`src/rtl/sender_pkg.sv`:
```
`default_nettype none
// +------------------------------------------------------------------------+
// | Package : sender_pkg                                                   |
// | Shared definitions for the line-side transmit path: serialiser FSM     |
// | state encoding, line-level bit constants and a buffer address-width    |
// | helper.                                                                |
// | Revision: 1.0                                                          |
// +------------------------------------------------------------------------+
package sender_pkg;

  typedef enum logic [1:0] {
    IDLE     = 2'd0,
    SEND     = 2'd1,
    WAIT_ACK = 2'd2,
    RETRY    = 2'd3
  } tx_state_t;

  localparam logic START_BIT  = 1'b0;
  localparam logic STOP_BIT   = 1'b1;
  localparam logic IDLE_LEVEL = 1'b1;

  // start + 8 data + stop
  localparam int BITS_PER_CHAR = 10;

  // Address width for a frame buffer; never narrower than one bit.
  function automatic int addr_bits(input int n);
    return (n <= 2) ? 1 : $clog2(n);
  endfunction

endpackage : sender_pkg
`default_nettype wire

```
`src/rtl/otn_frame_buf.sv`:
```
`default_nettype none
// +------------------------------------------------------------------------+
// | Module  : otn_frame_buf                                                |
// | Ping-pong frame store. Captures the mapper byte stream into whichever  |
// | buffer is being filled, flags a buffer full once its last byte lands,  |
// | and drops frames that find no free buffer.                             |
// | Revision: 1.0                                                          |
// +------------------------------------------------------------------------+
// | Ports                                                                  |
// |   i_clk, i_rst_n   clock, asynchronous active-low reset                |
// |   i_wr_valid       byte strobe from the mapper                         |
// |   i_wr_fas         byte is byte 0 of a frame                           |
// |   i_wr_data        frame byte                                          |
// |   i_rel/i_rel_buf  release (mark empty) the given buffer               |
// |   i_rd_buf/addr    read port select (combinational read)               |
// |   o_rd_data        byte at the read address                            |
// |   o_full           per-buffer full flags                               |
// |   o_overflow       pulse: a whole frame was dropped                    |
// |   o_frame_err      pulse: partial frame aborted by an early FAS        |
// +------------------------------------------------------------------------+
module otn_frame_buf
  import sender_pkg::*;
#(
  parameter int FRAME_BYTES = 64,
  parameter int AW          = addr_bits(FRAME_BYTES)
) (
  input  logic          i_clk,
  input  logic          i_rst_n,
  input  logic          i_wr_valid,
  input  logic          i_wr_fas,
  input  logic [7:0]    i_wr_data,
  input  logic          i_rel,
  input  logic          i_rel_buf,
  input  logic          i_rd_buf,
  input  logic [AW-1:0] i_rd_addr,
  output logic [7:0]    o_rd_data,
  output logic [1:0]    o_full,
  output logic          o_overflow,
  output logic          o_frame_err
);

  localparam logic [AW-1:0] LAST_ADDR = AW'(FRAME_BYTES - 1);

  logic [7:0]    r_mem0 [0:FRAME_BYTES-1];
  logic [7:0]    r_mem1 [0:FRAME_BYTES-1];
  logic [1:0]    r_full;
  logic          r_fill;      // buffer currently being filled
  logic [AW-1:0] r_wr_ptr;
  logic          r_active;    // a FAS has been seen and the frame is in progress
  logic          r_drop;      // current frame found no free buffer
  logic          r_overflow;
  logic          r_frame_err;

  logic          w_wr_en;
  logic [AW-1:0] w_wr_addr;
  logic [AW-1:0] w_ptr_nxt;
  logic          w_active_nxt;
  logic          w_drop_nxt;
  logic          w_set_full;
  logic          w_ovf;
  logic          w_ferr;
  logic [1:0]    w_rel_mask;
  logic [1:0]    w_set_mask;

  always_comb begin
    w_wr_en      = 1'b0;
    w_wr_addr    = r_wr_ptr;
    w_ptr_nxt    = r_wr_ptr;
    w_active_nxt = r_active;
    w_drop_nxt   = r_drop;
    w_set_full   = 1'b0;
    w_ovf        = 1'b0;
    w_ferr       = 1'b0;
    if (i_wr_valid) begin
      if (i_wr_fas) begin
        // A FAS always restarts the frame; a partial frame is abandoned.
        w_ferr       = (r_wr_ptr != '0);
        w_active_nxt = 1'b1;
        w_ptr_nxt    = AW'(1);
        w_wr_addr    = '0;
        w_drop_nxt   = r_full[r_fill];
        w_wr_en      = ~r_full[r_fill];
      end else if (r_active) begin
        // Pointer keeps counting while dropping so the overflow pulse
        // lands on the byte that would have completed the frame.
        w_wr_en = ~r_drop;
        if (r_wr_ptr == LAST_ADDR) begin
          w_ptr_nxt    = '0;
          w_active_nxt = 1'b0;
          w_drop_nxt   = 1'b0;
          w_set_full   = ~r_drop;
          w_ovf        = r_drop;
        end else begin
          w_ptr_nxt = r_wr_ptr + 1'b1;
        end
      end
    end
  end

  assign w_rel_mask = {i_rel & i_rel_buf, i_rel & ~i_rel_buf};
  assign w_set_mask = {w_set_full & r_fill, w_set_full & ~r_fill};

  always_ff @(posedge i_clk or negedge i_rst_n) begin
    if (!i_rst_n) begin
      r_full      <= 2'b00;
      r_fill      <= 1'b0;
      r_wr_ptr    <= '0;
      r_active    <= 1'b0;
      r_drop      <= 1'b0;
      r_overflow  <= 1'b0;
      r_frame_err <= 1'b0;
    end else begin
      // Release and fill target different buffers, so both are honoured.
      r_full      <= (r_full & ~w_rel_mask) | w_set_mask;
      r_fill      <= r_fill ^ w_set_full;
      r_wr_ptr    <= w_ptr_nxt;
      r_active    <= w_active_nxt;
      r_drop      <= w_drop_nxt;
      r_overflow  <= w_ovf;
      r_frame_err <= w_ferr;
    end
  end

  always_ff @(posedge i_clk) begin
    if (w_wr_en) begin
      if (r_fill) r_mem1[w_wr_addr] <= i_wr_data;
      else        r_mem0[w_wr_addr] <= i_wr_data;
    end
  end

  assign o_rd_data   = i_rd_buf ? r_mem1[i_rd_addr] : r_mem0[i_rd_addr];
  assign o_full      = r_full;
  assign o_overflow  = r_overflow;
  assign o_frame_err = r_frame_err;

endmodule : otn_frame_buf
`default_nettype wire

```
`src/rtl/otn_frame_tx.sv`:
```
`default_nettype none
// +------------------------------------------------------------------------+
// | Module  : otn_frame_tx                                                 |
// | Line-side transmit stage. Buffers whole frames from the mapper and     |
// | serialises them (start, 8 data LSB first, stop) at the line bit rate,  |
// | with optional ACK wait and timed retransmission.                       |
// | Revision: 1.0                                                          |
// +------------------------------------------------------------------------+
// | Ports                                                                  |
// |   i_clk, i_rst_n        clock, asynchronous active-low reset           |
// |   i_bit_en              line bit-rate strobe                           |
// |   i_frame_data/_valid/_fas  mapper byte stream                         |
// |   i_arq_en              enable ACK wait / retransmit                   |
// |   i_tx_ack              ACK pulse from the return path                 |
// |   o_otn_tx_data         serial line (idles high)                       |
// |   o_tx_busy             serialiser not idle                            |
// |   o_frame_done          pulse: frame released after send / ACK         |
// |   o_tx_fail             pulse: frame abandoned after retries           |
// |   o_overflow            pulse: whole frame dropped, no free buffer     |
// |   o_frame_err           pulse: partial frame aborted by early FAS      |
// |   o_retry_cnt           retransmissions made for the current frame     |
// +------------------------------------------------------------------------+
module otn_frame_tx
  import sender_pkg::*;
#(
  parameter int          FRAME_BYTES = 64,
  parameter logic [15:0] ACK_TIMEOUT = 16'd50000,
  parameter int          MAX_RETRY   = 3
) (
  input  logic       i_clk,
  input  logic       i_rst_n,
  input  logic       i_bit_en,
  input  logic [7:0] i_frame_data,
  input  logic       i_frame_data_valid,
  input  logic       i_frame_data_fas,
  input  logic       i_arq_en,
  input  logic       i_tx_ack,
  output logic       o_otn_tx_data,
  output logic       o_tx_busy,
  output logic       o_frame_done,
  output logic       o_tx_fail,
  output logic       o_overflow,
  output logic       o_frame_err,
  output logic [1:0] o_retry_cnt
);

  localparam int            AW        = addr_bits(FRAME_BYTES);
  localparam logic [AW-1:0] LAST_BYTE = AW'(FRAME_BYTES - 1);
  localparam logic [3:0]    LAST_BIT  = 4'(BITS_PER_CHAR - 1);
  localparam logic [3:0]    LAST_DATA = 4'(BITS_PER_CHAR - 2);
  localparam logic [1:0]    RETRY_MAX = 2'(MAX_RETRY);

  tx_state_t     r_state;
  logic [3:0]    r_bit_cnt;   // position of the bit currently on the line
  logic [AW-1:0] r_byte_cnt;
  logic          r_rd_buf;    // oldest buffer, next to be sent
  logic [15:0]   r_to_cnt;
  logic [1:0]    r_retry;
  logic          r_tx;
  logic          r_frame_done;
  logic          r_tx_fail;

  tx_state_t     w_state_nxt;
  logic [3:0]    w_bit_nxt;
  logic [AW-1:0] w_byte_nxt;
  logic          w_rd_buf_nxt;
  logic [15:0]   w_to_nxt;
  logic [1:0]    w_retry_nxt;
  logic          w_tx_nxt;
  logic          w_done_nxt;
  logic          w_fail_nxt;
  logic          w_rel;
  logic [7:0]    w_rd_data;
  logic [1:0]    w_full;

  otn_frame_buf #(
    .FRAME_BYTES (FRAME_BYTES),
    .AW          (AW)
  ) u_buf (
    .i_clk       (i_clk),
    .i_rst_n     (i_rst_n),
    .i_wr_valid  (i_frame_data_valid),
    .i_wr_fas    (i_frame_data_fas),
    .i_wr_data   (i_frame_data),
    .i_rel       (w_rel),
    .i_rel_buf   (r_rd_buf),
    .i_rd_buf    (r_rd_buf),
    .i_rd_addr   (r_byte_cnt),
    .o_rd_data   (w_rd_data),
    .o_full      (w_full),
    .o_overflow  (o_overflow),
    .o_frame_err (o_frame_err)
  );

  always_ff @(posedge i_clk or negedge i_rst_n) begin
    if (!i_rst_n) begin
      r_state      <= IDLE;
      r_bit_cnt    <= '0;
      r_byte_cnt   <= '0;
      r_rd_buf     <= 1'b0;
      r_to_cnt     <= '0;
      r_retry      <= '0;
      r_tx         <= IDLE_LEVEL;
      r_frame_done <= 1'b0;
      r_tx_fail    <= 1'b0;
    end else begin
      r_state      <= w_state_nxt;
      r_bit_cnt    <= w_bit_nxt;
      r_byte_cnt   <= w_byte_nxt;
      r_rd_buf     <= w_rd_buf_nxt;
      r_to_cnt     <= w_to_nxt;
      r_retry      <= w_retry_nxt;
      r_tx         <= w_tx_nxt;
      r_frame_done <= w_done_nxt;
      r_tx_fail    <= w_fail_nxt;
    end
  end

  always_comb begin
    w_state_nxt  = r_state;
    w_bit_nxt    = r_bit_cnt;
    w_byte_nxt   = r_byte_cnt;
    w_rd_buf_nxt = r_rd_buf;
    w_to_nxt     = r_to_cnt;
    w_retry_nxt  = r_retry;
    w_tx_nxt     = r_tx;
    w_done_nxt   = 1'b0;
    w_fail_nxt   = 1'b0;
    w_rel        = 1'b0;
    case (r_state)
      IDLE: begin
        w_tx_nxt = IDLE_LEVEL;
        if (i_bit_en && w_full[r_rd_buf]) begin
          w_state_nxt = SEND;
          w_bit_nxt   = '0;
          w_byte_nxt  = '0;
          w_tx_nxt    = START_BIT;
        end
      end
      SEND: begin
        if (i_bit_en) begin
          if (r_bit_cnt != LAST_BIT) begin
            // Bit r_bit_cnt+1 goes out: data bits 0..7, then the stop bit.
            w_bit_nxt = r_bit_cnt + 4'd1;
            w_tx_nxt  = (r_bit_cnt == LAST_DATA) ? STOP_BIT : w_rd_data[r_bit_cnt[2:0]];
          end else if (r_byte_cnt != LAST_BYTE) begin
            w_byte_nxt = r_byte_cnt + 1'b1;
            w_bit_nxt  = '0;
            w_tx_nxt   = START_BIT;
          end else if (i_arq_en) begin
            w_state_nxt = WAIT_ACK;
            w_to_nxt    = '0;
            w_tx_nxt    = IDLE_LEVEL;
          end else begin
            w_rel        = 1'b1;
            w_done_nxt   = 1'b1;
            w_rd_buf_nxt = ~r_rd_buf;
            // Chain straight into the other buffer to avoid idle bits.
            if (w_full[~r_rd_buf]) begin
              w_bit_nxt  = '0;
              w_byte_nxt = '0;
              w_tx_nxt   = START_BIT;
            end else begin
              w_state_nxt = IDLE;
              w_tx_nxt    = IDLE_LEVEL;
            end
          end
        end
      end
      WAIT_ACK: begin
        w_tx_nxt = IDLE_LEVEL;
        if (i_tx_ack) begin
          w_rel        = 1'b1;
          w_done_nxt   = 1'b1;
          w_retry_nxt  = '0;
          w_rd_buf_nxt = ~r_rd_buf;
          w_state_nxt  = IDLE;
        end else if (r_to_cnt == ACK_TIMEOUT - 16'd1) begin
          w_state_nxt = RETRY;
        end else begin
          w_to_nxt = r_to_cnt + 16'd1;
        end
      end
      RETRY: begin
        w_tx_nxt = IDLE_LEVEL;
        if (r_retry < RETRY_MAX) begin
          if (i_bit_en) begin
            w_retry_nxt = r_retry + 2'd1;
            w_state_nxt = SEND;
            w_bit_nxt   = '0;
            w_byte_nxt  = '0;
            w_tx_nxt    = START_BIT;
          end
        end else begin
          w_rel        = 1'b1;
          w_fail_nxt   = 1'b1;
          w_retry_nxt  = '0;
          w_rd_buf_nxt = ~r_rd_buf;
          w_state_nxt  = IDLE;
        end
      end
      default: begin
        w_state_nxt = IDLE;
        w_tx_nxt    = IDLE_LEVEL;
      end
    endcase
  end

  assign o_otn_tx_data = r_tx;
  assign o_tx_busy     = (r_state != IDLE);
  assign o_frame_done  = r_frame_done;
  assign o_tx_fail     = r_tx_fail;
  assign o_retry_cnt   = r_retry;

endmodule : otn_frame_tx
`default_nettype wire

```
`config.mk`:
```
export PLATFORM = sky130hd
export DESIGN_NAME = otn_frame_tx
export DESIGN_NICKNAME = d
export VERILOG_FILES = /design/src/rtl/sender_pkg.sv /design/src/rtl/otn_frame_buf.sv /design/src/rtl/otn_frame_tx.sv
export SDC_FILE = /design/constraint.sdc
export NUM_CORES = 1
export LEC_CHECK = 0
export CAP_MARGIN = 40
export CORE_UTILIZATION = 50
export CTS_BUF_LIST = sky130_fd_sc_hd__clkbuf_8
export DETAILED_ROUTE_END_ITERATION = 7
export PLACE_DENSITY = 0.73
export SLEW_MARGIN = 0
export SYNTH_ARGS = -nofsm -noshare
export SYNTH_HDL_FRONTEND = slang
export SYNTH_SLANG_ARGS = --single-unit
```
`constraint.sdc`:
```
create_clock -name i_clk -period 5.1 [get_ports i_clk]
set_input_delay 0.765 -clock i_clk [delete_from_list [all_inputs] [get_ports i_clk]]
set_output_delay 0.765 -clock i_clk [all_outputs]
set_load 0.005 [all_outputs]
```
-- Word level (Yosys, flattened, before mapping)
Memory sizes are Yosys's and may differ from the RTL's.
Index checks and enable logic that the tools add are counted.
- add/sub/neg operators: 5
- $lt $le $gt $ge: 5
- equality and inequality tests: 27
- multiplexer cells: 105
- bitwise operators: 12
- reductions and logical operators: 18
- operator list (kind ; count):
    16-bit two-way mux ; 6
    6-bit two-way mux ; 13
    1-bit two-way mux ; 54
    4-bit two-way mux ; 8
    16-bit one-hot mux with 2 select lines ; 1
    7-bit AND reduction ; 4
    2-bit two-way mux ; 13
    2-bit inequality test, second input constant ; 12
    6-bit one-hot mux with 3 select lines ; 1
    16-bit by 1-bit adder with 16-bit output, second input constant ; 1
    16-bit equality test, second input constant ; 1
    3-bit inequality test, second input constant ; 5
    6-bit by 1-bit adder with 6-bit output, second input constant ; 2
    4-bit inequality test, second input constant ; 3
    4-bit one-hot mux with 3 select lines ; 1
    2-bit nonzero test ; 5
    8-bit two-way mux ; 1
    2-bit one-hot mux with 4 select lines ; 1
    8-bit AND reduction ; 1
    6-bit equality test, second input constant ; 1
    1-bit by 2-bit less-than comparator with 1-bit output, second input constant ; 3
    6-bit inequality test, second input constant ; 1
    1-bit one-hot mux with 3 select lines ; 2
    3-bit AND reduction ; 2
    22 further kinds ; 30
- register bits after elaboration: 47
- bits in writable memories: 1024
- output and inout bits: 8
- logic and storage cells: 190
- memories: 2
- memory list (name ; words ; bits a word ; read ports ; clocked after Yosys merged registers in ; wr ports ; line ; source):
    u_buf.r_mem0 ; 64 ; 8 ; 1 ; 0 ; 1 ; otn_frame_buf.sv:44 ; logic [7:0] r_mem0 [0:FRAME_BYTES-1];
    u_buf.r_mem1 ; 64 ; 8 ; 1 ; 0 ; 1 ; otn_frame_buf.sv:45 ; logic [7:0] r_mem1 [0:FRAME_BYTES-1];

-- Longest topological paths before layout
- depth after elaboration: 9
- depth in mapped cells: 13
- mapped depth without buffers: 10

-- By module
From an unflattened synthesis, not the netlist that was laid out.
- cells, all modules: 1958
- area total of the unflattened synthesis: 42479.5 sq um
- by module, submodules not included (module ; instances ; cells each ; area an instance (sq um) ; sequential area each (sq um)):
    otn_frame_buf ; 1 ; 1703 ; 40179.8 ; 31074.8
    otn_frame_tx ; 1 ; 255 ; 2299.7 ; 852.1

-- Worst setup path before layout
OpenSTA, ideal clock, no wires.
- kind: input to register
- from: in i_frame_data_fas
- to: mem u_buf.r_mem0[41][0], enable pin
- setup time: 371 ps
- arrival: 2466 ps
- slack: 2264 ps
- cell stages on the path: 4
- path buffers: 1
- cells stage by stage: clkbuf_1 > a2111oi_2 > nand4_1 > nor2_1
- longest elaborated chain between the ends: 4
- elaborated cells between the ends (all ways): 6
- RTL lines (item ; line ; source):
    start, declared ; otn_frame_tx.sv:35 ; input logic i_frame_data_fas,
    1-bit two-way mux ; otn_frame_buf.sv:75 ; if (i_wr_fas) begin
    1-bit two-way mux ; otn_frame_buf.sv:74 ; if (i_wr_valid) begin
    1-bit two-way mux ; otn_frame_buf.sv:125 ; if (w_wr_en) begin
    1-bit two-way mux (not written as such) ; otn_frame_buf.sv:127 ; else r_mem0[w_wr_addr] <= i_wr_data;
    end, declared ; otn_frame_buf.sv:44 ;
Several ways; a longest one is shown, not always the timed one.

-- Worst setup path in the final report
- from: reg r_byte_cnt[0]
- to: reg r_tx, in the netlist o_otn_tx_data
- longest elaborated chain between the ends: 8
- elaborated cells between the ends (all ways): 11
- RTL lines (item ; line ; source):
    start, declared ; otn_frame_tx.sv:55 ; logic [AW-1:0] r_byte_cnt;
    start signal, assigned ; otn_frame_tx.sv:109 ; r_byte_cnt <= w_byte_nxt;
    memory 64 x 8 bit (on tied branches) ; n/a ;
    8-bit two-way mux ; otn_frame_buf.sv:131 ; assign o_rd_data = i_rd_buf ? r_mem1[i_rd_addr] : r_mem0[i_rd_addr];
    1-bit binary-select mux with 3-bit select ; otn_frame_tx.sv:145 ; w_tx_nxt = (r_bit_cnt == LAST_DATA) ? STOP_BIT : w_rd_data[r_bit_cnt[2:0]];
    1-bit two-way mux (not written as such) ; otn_frame_tx.sv:145 ;
    1-bit two-way mux ; otn_frame_tx.sv:145 ;
    1-bit two-way mux (*) ; otn_frame_tx.sv:142 ; if (r_bit_cnt != LAST_BIT) begin
    1-bit two-way mux (*) ; otn_frame_tx.sv:141 ; if (i_bit_en) begin
    1-bit one-hot mux with 4 select lines (*) ; otn_frame_tx.sv:130 ; case (r_state)
    end signal, assigned ; otn_frame_tx.sv:113 ; r_tx <= w_tx_nxt;
    end, declared ; otn_frame_tx.sv:59 ; logic r_tx;
Mark *: on every way between the ends. The rest lies on a longest branch, timed or not. The select of a mux whose other input is x is not followed.
A chain may end at the register's enable or synchronous reset.

==> summary.txt <==
STA
  • Max-slew violation count: 0
  • RSZ-0062 raised after global routing: false
  • Slew headroom: 35.9%
  • Setup WS post-layout: 1.30 ns
  • Final setup vio count: 0
  • Worst Max-Slew Pin Slew: 0.961 ns
  • Post-route setup TNS: 0 ns
  • Crit share post-route: 74.6%
  • Skew final: 0.0745 ns
  • F_max: 263 MHz
  • Minimum clock period: 3.80 ns
  • Hold Vio Cnt, Final: 0

Yosys
  • Syn avg cell area: 19.4 um2
  • Post-synthesis register bit count: 1071
  • Synth unique cells: 71
  • Asr flop ratio synth: 4.39%
  • Cell area after synthesis: around 43000 um2
  • Mapped Nets: 2234
  • Top FF cell, synth: edfxtp_1
  • Mapped Cells: 2204
  • Synth warn: 0
  • EDFF count, synth: 1024
  • Seq/Total Area, Yosys: between 70% and 80%

Route
  • # DRC: 0
  • WL/cell: 29.5 um
  • WL final: 107 mm
  • Vias: 23051
  • Number of routed nets with antenna violations: 0
  • DR pass1 iterations: 6
  • 1st-iter DRT viols: 3473
  • Avg Vias per Cell: about 6.4

Floorplanning
  • DIE WIDTH: 294 um
  • CORE AREA: 84100 um2
  • Initial Util: 50.8%
  • Num rows: 106
  • Height of the die: ~300 um
  • Die area: 86500 um2
  • I/O pin count: 23

GRT
  • Vias in the first global route: 23203
  • First-pass GRT wire length: roughly 160 mm
  • All-Layer GR Usage: 25.2%
  • Largest net degree at the start of global routing: 81
  • Initial antenna violation count: 3
  • Grt total ovfl: 0

Place
  • Place WS: 0.835 ns
  • Placed wire-length estimate: 67.8 mm
  • Placer congestion estimate: 0.971
  • IO Port Bufs: 22

CTS
  • CTS max path bufs: 3
  • Setup Buffers After CTS: 0
  • TritonCTS Buffers: 159
  • CTS root buffer: clkbuf_8
  • H-tree levels: 4
  • CTS tree: yes
  • TritonCTS sink count: 1071
  • Clock transition at path regs: 0.07 ns
  • Worst skew pair latency: about 0.86 ns

Setup path
  • Critical Path Source Type: flip-flop
  • Worst setup path class: flip-flop to flip-flop
  • WP data required: 5.89 ns
  • Worst path arrival time: between 4 and 5 ns
  • Worst-path maximum fanout: 34
  • CP endpoint kind: flip-flop

Pwr
  • Pleak: 15.0 nW
  • Pwr dens: 442 nW/um2
  • VDD IR max: between 200 and 300 uV

Hold path
  • Worst min-delay path class: input port to flip-flop

Final layout
  • Final Util: 56.4%
  • Fillers: roughly 6000
  • Synthesis-to-layout area growth: 11.1%
  • Layout cells sized above 1: 23.7%
  • Nets: 2394

Run
  • Max-cap viol count: 0

Outcome
  • Status: completed
-- registers in the layout, indices dropped and copies added (netlist names) --
name	count
u_buf.r_mem1	512
r_state	2
o_tx_fail	1
r_byte_cnt	6
u_buf.r_mem0	512
r_to_cnt	16
o_retry_cnt	2
r_bit_cnt	4
o_otn_tx_data	1
u_buf.o_overflow	1
u_buf.o_full	2
u_buf.r_drop	1
u_buf.r_fill	1
u_buf.o_frame_err	1
u_buf.r_active	1
r_rd_buf	1
o_frame_done	1
u_buf.r_wr_ptr	6
-- synthesized netlist by cell type (10+ instances only) --
cell       instances  share of area (%)
a21oi_1           47               0.55
nand2_1           86               0.76
inv_1             22               0.19
dfrtp_1           46                2.7
nand2b_1          10               0.15
a211oi_1          11               0.19
nor2b_1           12               0.18
a22oi_1           34               0.60
nor4_1            11               0.16
o21ai_0           34               0.40
nand3_1           33               0.39
buf_2             23               0.27
nor3_1            28               0.33
a2111oi_0         11               0.23
edfxtp_1        1024                 72
nor2_1           182                1.6
nand4_1           16               0.23
mux2i_1           60                1.4
mux4_2           238                 13
clkbuf_1          53               0.47
mux2_2            19               0.50
buf_6             13               0.34
ha_1              15               0.44
buf_1             11              0.097
o22ai_1           16               0.23
buf_4             19               0.33
-- critical path, stage by stage, from the launching register on --
cell and delay [ns]:
dfrtp_4 1.01, buf_12 0.33, mux4_2 0.59, a22o_1 0.21, o41ai_1 0.49, a21oi_1 0.11
a2111oi_2 0.61, nor2_1 0.11, o211a_1 0.24
-- where the power goes --
part	switching, mW	internal (mW)	total [mW]	leakage, nW
clock network	3.25	3.16	6.41	1.62
logic	2.65	1.94	4.58	3.56
registers	0.262	9.72	9.98	9.82
-- cells in the final DEF, fill, tap and decap left out, types with 5 or more instances in the layout --
| cell type | n |
|---|---|
| mux4_2 | 238 |
| a211oi_1 | 11 |
| a31oi_1 | 8 |
| dfrtp_1 | 42 |
| o22ai_1 | 16 |
| clkdlybuf4s50_1 | 13 |
| a21oi_1 | 47 |
| xnor2_1 | 7 |
| xor2_1 | 6 |
| nand2b_1 | 10 |
| o221ai_1 | 5 |
| clkinvlp_4 | 9 |
| a2111oi_0 | 11 |
| buf_4 | 88 |
| nand4_1 | 16 |
| a22o_1 | 6 |
| o41ai_1 | 6 |
| and2_1 | 8 |
| nor4_1 | 11 |
| nor2b_1 | 10 |
| nor3_1 | 28 |
| nand2_1 | 86 |
| clkbuf_8 | 164 |
| or3_1 | 6 |
| clkinv_2 | 21 |
| mux2i_1 | 60 |
| clkinv_1 | 42 |
| edfxtp_1 | 1024 |
| ha_1 | 15 |
| nand3_1 | 33 |
| a22oi_1 | 34 |
| o21ai_0 | 34 |
| nor2_1 | 181 |
| buf_12 | 9 |
| inv_1 | 61 |
| or2_2 | 6 |
| mux2_2 | 19 |
-- area by class of cell --
cell class | instances | area [um2] | area share [%]
antenna | 2 | 5.00 | 0.0106
clock buffer | 164 | 2260 | 4.76
clock inverter | 120 | 634 | 1.34
inverter | 24 | 90.1 | 0.190
multi-input combinational | 988 | 9990 | 21.1
sequential | 1071 | 31900 | 67.3
tap | 1134 | 1420 | 2.99
timing repair buffer | 120 | 1100 | 2.33
-- path summary, 6_finish.rpt --
check,start,to,slack (ns),cells past startpoint
hold / removal,i_frame_data[1],u_buf.r_mem1[42][1]$_DFFE_PP_,0.20,1
hold reg to reg,r_to_cnt[1]$_DFFE_PN0P_,r_to_cnt[1]$_DFFE_PN0P_,0.50,2
setup reg to reg,r_byte_cnt[0]$_DFFE_PN0P_,o_otn_tx_data$_DFFE_PN1N_,1.30,8
setup / recovery,r_byte_cnt[0]$_DFFE_PN0P_,o_otn_tx_data$_DFFE_PN1N_,1.30,8
max in group asynchronous,i_rst_n,r_byte_cnt[1]$_DFFE_PN0P_,4.09,3
min in group asynchronous,i_rst_n,u_buf.r_wr_ptr[1]$_DFFE_PN0P_,0.45,2
-- cell families after synthesis --
kind of cell / share of synthesized area [%]
and+or+nand+nor: 4.47
AOI/OAI and AO/OA: 3.56
DFF: 74.8
xor gates and xnor gates: 0.267
buffers and inverters: 1.81
muxes: 14.7
adders and majority gates: 0.440
-- per-stage QoR --
step | area, um2 | instances | power [mW] | hold WS [ns]
2_1_floorplan | 42700 | 2204 | 13.1 | 0.466
3_3_place_gp | 44400 | 3325 | 14.6 | 0.478
3_5_place_dp | 44500 | 3336 | 14.6 | 0.493
4_1_cts | 47400 | 3621 | 21.0 | 0.156
5_1_grt | 47400 | 3623 | 21.6 | 0.155
6_report | 47400 | 3623 | 21.0 | 0.198
-- layer usage --
layer	routed length, um	track usage (%)
met1	40300	34.4
met2	49500	38.4
met3	12600	7.16
met4	4560	10.0
met5	12	0
-- timing repair --
action,CTS,global route
resized for setup,0,0
setup endpoints to repair,0,0
hold buffers,1,0
hold endpoints to repair,19,0
(Power assumes the default switching activity.)
